===== src/rtl/mem_arbiter.sv =====
// Round-robin arbiter between the I-cache (port 0) and D-cache (port 1) block requests.
// Each granted block is sequenced as WORDS word beats on a single memory port.
module mem_arbiter #(
    parameter int ADDR_W = 32,
    parameter int WORD_W = 32,
    parameter int WORDS  = 4
) (
    input  logic                                   clk,
    input  logic                                   rst,
    input  logic                                   Req0,
    input  logic                                   Req1,
    input  logic                                   Wr0,
    input  logic                                   Wr1,
    input  logic [ADDR_W-$clog2(WORDS)-3:0]        A0,
    input  logic [ADDR_W-$clog2(WORDS)-3:0]        A1,
    input  logic [WORDS*WORD_W-1:0]                WData0,
    input  logic [WORDS*WORD_W-1:0]                WData1,
    output logic                                   Rdy0,
    output logic                                   Rdy1,
    output logic [WORDS*WORD_W-1:0]                RData,
    output logic                                   Mem_Req,
    output logic                                   Mem_Wr,
    output logic [ADDR_W-1:0]                      Mem_Addr,
    output logic [WORD_W-1:0]                      Mem_WData,
    input  logic [WORD_W-1:0]                      Mem_RData,
    input  logic                                   Mem_Ack
);
    localparam int BW    = $clog2(WORDS);
    localparam int OFS   = BW + 2;
    localparam int BLK_W = ADDR_W - OFS;
    localparam logic [BW-1:0] LAST_BEAT = BW'(WORDS - 1);

    typedef enum logic [1:0] {IDLE, XFER, DONE} state_e;

    state_e                    state_q, state_d;
    logic [BW-1:0]             beat_q, beat_d;
    logic                      owner_q, owner_d;
    logic                      lastGnt_q, lastGnt_d;
    logic                      wr_q, wr_d;
    logic [BLK_W-1:0]          addr_q, addr_d;
    logic [WORDS*WORD_W-1:0]   wdata_q, wdata_d;
    logic [WORDS*WORD_W-1:0]   buf_q, buf_d;
    logic                      gnt;

    // lastGnt resets to 1 so that port 0 wins the first tie after reset.
    always_ff @(posedge clk or negedge rst) begin
        if (!rst) begin
            state_q   <= IDLE;
            beat_q    <= '0;
            owner_q   <= 1'b0;
            lastGnt_q <= 1'b1;
            wr_q      <= 1'b0;
            addr_q    <= '0;
            wdata_q   <= '0;
            buf_q     <= '0;
        end else begin
            state_q   <= state_d;
            beat_q    <= beat_d;
            owner_q   <= owner_d;
            lastGnt_q <= lastGnt_d;
            wr_q      <= wr_d;
            addr_q    <= addr_d;
            wdata_q   <= wdata_d;
            buf_q     <= buf_d;
        end
    end

    always_comb begin
        state_d   = state_q;
        beat_d    = beat_q;
        owner_d   = owner_q;
        lastGnt_d = lastGnt_q;
        wr_d      = wr_q;
        addr_d    = addr_q;
        wdata_d   = wdata_q;
        buf_d     = buf_q;
        gnt       = 1'b0;
        Mem_Req   = 1'b0;
        Mem_Wr    = 1'b0;
        Mem_Addr  = '0;
        Mem_WData = '0;

        unique case (state_q)
            IDLE: begin
                if (Req0 || Req1) begin
                    // A lone requester wins outright; a tie goes to the port not served last.
                    gnt       = (Req0 && Req1) ? ~lastGnt_q : Req1;
                    owner_d   = gnt;
                    lastGnt_d = gnt;
                    wr_d      = gnt ? Wr1 : Wr0;
                    addr_d    = gnt ? A1 : A0;
                    wdata_d   = gnt ? WData1 : WData0;
                    beat_d    = '0;
                    state_d   = XFER;
                end
            end
            XFER: begin
                Mem_Req   = 1'b1;
                Mem_Wr    = wr_q;
                Mem_Addr  = {addr_q, beat_q, 2'b00};
                Mem_WData = wdata_q[beat_q*WORD_W +: WORD_W];
                if (Mem_Ack) begin
                    if (!wr_q) begin
                        buf_d[beat_q*WORD_W +: WORD_W] = Mem_RData;
                    end
                    beat_d = beat_q + 1'b1;
                    if (beat_q == LAST_BEAT) begin
                        state_d = DONE;
                    end
                end
            end
            DONE: begin
                state_d = IDLE;
            end
            default: begin
                state_d = IDLE;
            end
        endcase
    end

    assign Rdy0  = (state_q == DONE) && !owner_q;
    assign Rdy1  = (state_q == DONE) &&  owner_q;
    assign RData = buf_q;

endmodule


===== config.mk =====
export PLATFORM = sky130hd
export DESIGN_NAME = mem_arbiter
export DESIGN_NICKNAME = d
export VERILOG_FILES = /design/src/rtl/mem_arbiter.sv
export SDC_FILE = /design/constraint.sdc
export NUM_CORES = 1
export LEC_CHECK = 0
export CAP_MARGIN = 20
export CORE_AREA = 2 2 213 215
export DETAILED_ROUTE_END_ITERATION = 10
export DIE_AREA = 0 0 215 217
export PLACE_DENSITY = 0.72
export SLEW_MARGIN = 20
export SYNTH_ARGS = -nofsm -noshare
export SYNTH_HDL_FRONTEND = slang
export SYNTH_SLANG_ARGS = --single-unit

===== constraint.sdc =====
create_clock -name clk -period 2.9 [get_ports clk]
set_input_delay 0.87 -clock clk [delete_from_list [all_inputs] [get_ports clk]]
set_output_delay 0.87 -clock clk [all_outputs]
set_load 0.02 [all_outputs]

* Word level (Yosys, flattened, before mapping)
Cells that the tools add are included.
Storage, ports and cells: flip-flop bits (word level) 291, word-level logic and storage cells 48
Operators by class: add/sub/neg operators 2, equal/unequal tests 6, shifts and indexed selects 3, muxes and demuxes 16, bitwise gates (word level) 2, reduce and logical (&&, ||, !) cells 11
Operators by type and width (count):
- $bwmux W128 | 1
- $mux W128 | 1
- $shift A32 B34 Y128 const A | 1
- $shiftx A128 B8 Y32 | 1
- $shiftx A32 B34 Y128 | 1
- $mux W32 | 2
- $neg A7 Y34 | 1
- $mux W28 | 1
- $mux W2 | 5
- $reduce_and A3 Y1 | 3
- $pmux W2 S2 | 2
- $ne A2 B2 Y1 const B | 3
- $eq A2 B2 Y1 const B | 2
- $mux W1 | 4
- $logic_and A1 B1 Y1 | 3
- $add A2 B1 Y2 const B | 1
- $eq A2 B1 Y1 const B | 1
- $logic_not A2 Y1 | 1
- $not A1 Y1 | 2
- $reduce_and A2 Y1 | 1
- $reduce_bool A2 Y1 | 1
- $logic_not A1 Y1 | 1
- $logic_or A1 B1 Y1 | 1

* Longest topological paths before layout
word-level depth 4, gate-level depth with buffers 9

* Worst setup path before layout
Ideal clock, no wire load.
kind register to output, start point reg beat_q[0], end point out Mem_WData[16], arrival time 1.615 ns, data required time 2.030 ns, path slack 0.415 ns, cell stages (with the launch flop) 5, path buffers 2, cell sequence dfrtp_1 > buf_4 > buf_4 > mux4_2 > and2_1
On the way: cells in the longest elaborated chain, start to end 2
RTL lines:
- start: declaration | line 36 | logic [BW-1:0] beat_q, beat_d;
- start signal: assignment | line 58 | beat_q <= beat_d;
- $shiftx A128 B8 Y32 | line 101 | Mem_WData = wdata_q[beat_q*WORD_W +: WORD_W];
- $mux W32 | line 83 | unique case (state_q)
- end: declaration | line 24 | output logic [WORD_W-1:0] Mem_WData,
Every way passes these cells.

* Worst setup path after layout
start point reg beat_q[0], end point out Mem_WData[13]
The elaborated chain is that of the path after synthesis.

==> metrics.txt <==
most common cell in the synthesized netlist=dfrtp_1; Die Wd=roughly 220 um; Psw=between 0.008 and 0.009 W; most used flip-flop cell after synthesis=dfrtp_1; initial antenna violation count=5; sequential area share after synthesis=49.5%; final wirelength=50.4 mm; Area Growth Syn to Fin=53.3%; fmax=0.338 GHz; Cells after DPL=approximately 2,300; GPL Wtd Cong=0.810; DR iter-0 viols=1,150; Power Density=1070 nW/um2; post-synthesis register bit count=291; Root Buffer=clkbuf_16; Clk pwr share=18.9%; share of layout cells above drive strength 1=24.0%; Total GRT Usage=roughly a fifth; internal power=0.0151 W; Lkg Pwr=about 9.3 nW; Port Buffer Count=544; Sink Count=291; number of H-tree levels=2; hpwl dp=roughly 36 mm; ys async rst share=100%; XOR/XNOR share of the synthesized area=0%; Slew Limit Fails=0; Post-synth EDFFs=0; min cycle time layout=2960 ps; Final Power=0.0240 W; violated checks=negative setup slack; cell count after synthesis=1,226; post-synthesis compound-gate area fraction=4.67%; main combinational cell family by area after synthesis=multiplexers; share of the synthesized area in the top cell type=between 40% and 50%; reg2reg setup slack=300 ps; Initial Util=between 30 and 40%; Core Region=approximately 45,000 um2; final worst-path setup slack=-59.6 ps; post-route clock period utilization=102%; cts hold-fix bufs=0; Netlist cell types=34; num ports=547; Max rail drop VDD=0.000692 V; status=complete, but fails checks; non-filler cells, final=2,391; Combinational Power Share=between 50 and 60%; Max Clock Skew=22.6 ps; TritonCTS clock tree=built; adder-cell share of the synthesized area=less than 1%; WS Path Type=flip-flop to primary output; # rows=78; area of the mapped netlist=14,700 um2; reg2reg start=beat_q[0]; Startpoint Class=flip-flop; Final nets=2,120; Overflow after GRT=0; final hold vios=0; Least-Margin Pin Slew=584 ps; sw frac=37.0%; largest net degree at the start of global routing=127; die area=~47,000 um2; RSZ-0062 raised after global routing=true; CP Max Fanout=5; Detail Route Antenna Nets=0; drt drc=0; syn avg cell area=approximately 12 um2; synth warn=0; CP Data Arrival Time=2090 ps; drt pass-1 iters=6; Num CTS Buffers=36; post-DR wirelength/cell=21.1 um; via count=12,169; die height=217 um; crit path launch=beat_q[0]; first-pass GRT wire length=76.2 mm; number of global-route vias before repair=between 10,000 and 15,000; simple-gate share of the synthesized area=9.18%; vias per cell=5.09; mux cell area share after synthesis=29.1%; clock latency on the worst-skew pair=540 ps; endpoint class of the critical path=primary output; CTS Buffer Depth=3; post-synth top area cell=dfrtp_1; max cap viols=0; HP Class=input port to async pin; synth cell count leaders=290 x dfrtp_1, 197 x mux2_2, 128 x inv_1; Setup violations, final=27; WP data required=2030 ps; Synth area leaders=dfrtp_1 49%, mux2_2 15%, mux2_1 9.1%, nand4_1 5.4%, mux4_2 4.9%; sequential share of power=29.7%; Clk pin slew, worst setup/hold paths=60 ps; worst rel slew slack=slightly above 60%
-- sequential cells by signal, indices dropped and copies added, names as in the netlist --
register	flops
RData	128
addr_q	28
beat_q	2
lastGnt_q	1
owner_q	1
state_q	2
wdata_q	128
wr_q	1
-- worst max-delay path: stages, from the launching register on --
cell,delay (ps)
dfrtp_4,440
buf_12,150
clkbuf_16,170
mux4_2,490
and2_4,170
buf_6,120
-- final cells by class --
type                    count  area [um2]
diodes                      1        2.50
clock buffers              51        1090
clock inverters            14         115
fillers                  3990       22200
inverters                 128         480
multi-input cells         703        6530
flip-flops and latches    291        7290
well taps                 600         751
repair buffers            603        6290
-- timing repair --
action / CTS / global route
gates resized for setup: 201 / 71
gates cloned: 3 / 2
pin swaps: 10 / 5
setup buffers: 3 / 1
endpoints found under the setup margin: 65 / 36
-- logic make-up after synthesis --
kind of cell | Yosys count
mux | 348
flops | 291
buf+inv | 233
simple gates | 213
compound gates | 134
fa+ha+maj | 6
other cells | 1
-- stage by stage --
step	instance area (um2)	setup TNS [ps]	setup WS (ps)	hold slack [ps]	util [%]
final	22500	-1030	-59.6	308	50.4
after global routing	22500	-3180	-139	319	50.4
after floorplan	14700	0	415	465	-
after detailed placement	21000	0	103	485	47.1
after CTS	22400	-3910	-218	304	50.1
after global placement	21000	0	117	474	47.1
-- cells in the final DEF, fill, tap and decap left out, types with 11 or more instances in the layout --
cell type        synthesis  layout
o21ai_0                127     127
buf_6                   14      32
clkdlybuf4s50_1          0     477
buf_4                    5      32
inv_1                  128     128
nand4_1                126     126
dfrtp_1                290     288
and2_4                   0      32
dlygate4sd2_1            0      29
buf_12                   0      20
clkbuf_16                0      39
and2_1                  69      37
mux2_1                 119     119
mux2_2                 197     197
mux4_2                  32      32
clkbuf_8                 0      11
-- worst paths after layout --
check                                end  depth (start not counted)
min reg2reg                    addr_q[5]                          1
max in group asynchronous      beat_q[0]                          2
max reg2reg                    RData[92]                         10
min                            RData[87]                          1
max                        Mem_WData[13]                          5
min in group clk               addr_q[5]                          1
-- metal layers --
layer	vias up	routed length (um)	GRT usage, %
met5	-	9	0
met1	6039	19100	24.9
met2	624	25000	36.8
met4	2	1600	7.13
li1	5411	-	-
met3	93	4620	6.14
-- power by group through the flow --
stage | clock [W] | combinational, W | sequential [W]
global route | 0.00483 | 0.0131 | 0.00734
floorplan | 0 | 0.00572 | 0.00769
CTS | 0.00465 | 0.0119 | 0.00713
global placement | 0 | 0.0115 | 0.00712
finish | 0.00453 | 0.0124 | 0.00714
detailed placement | 0 | 0.0116 | 0.00717
(Power assumes the default switching activity.)
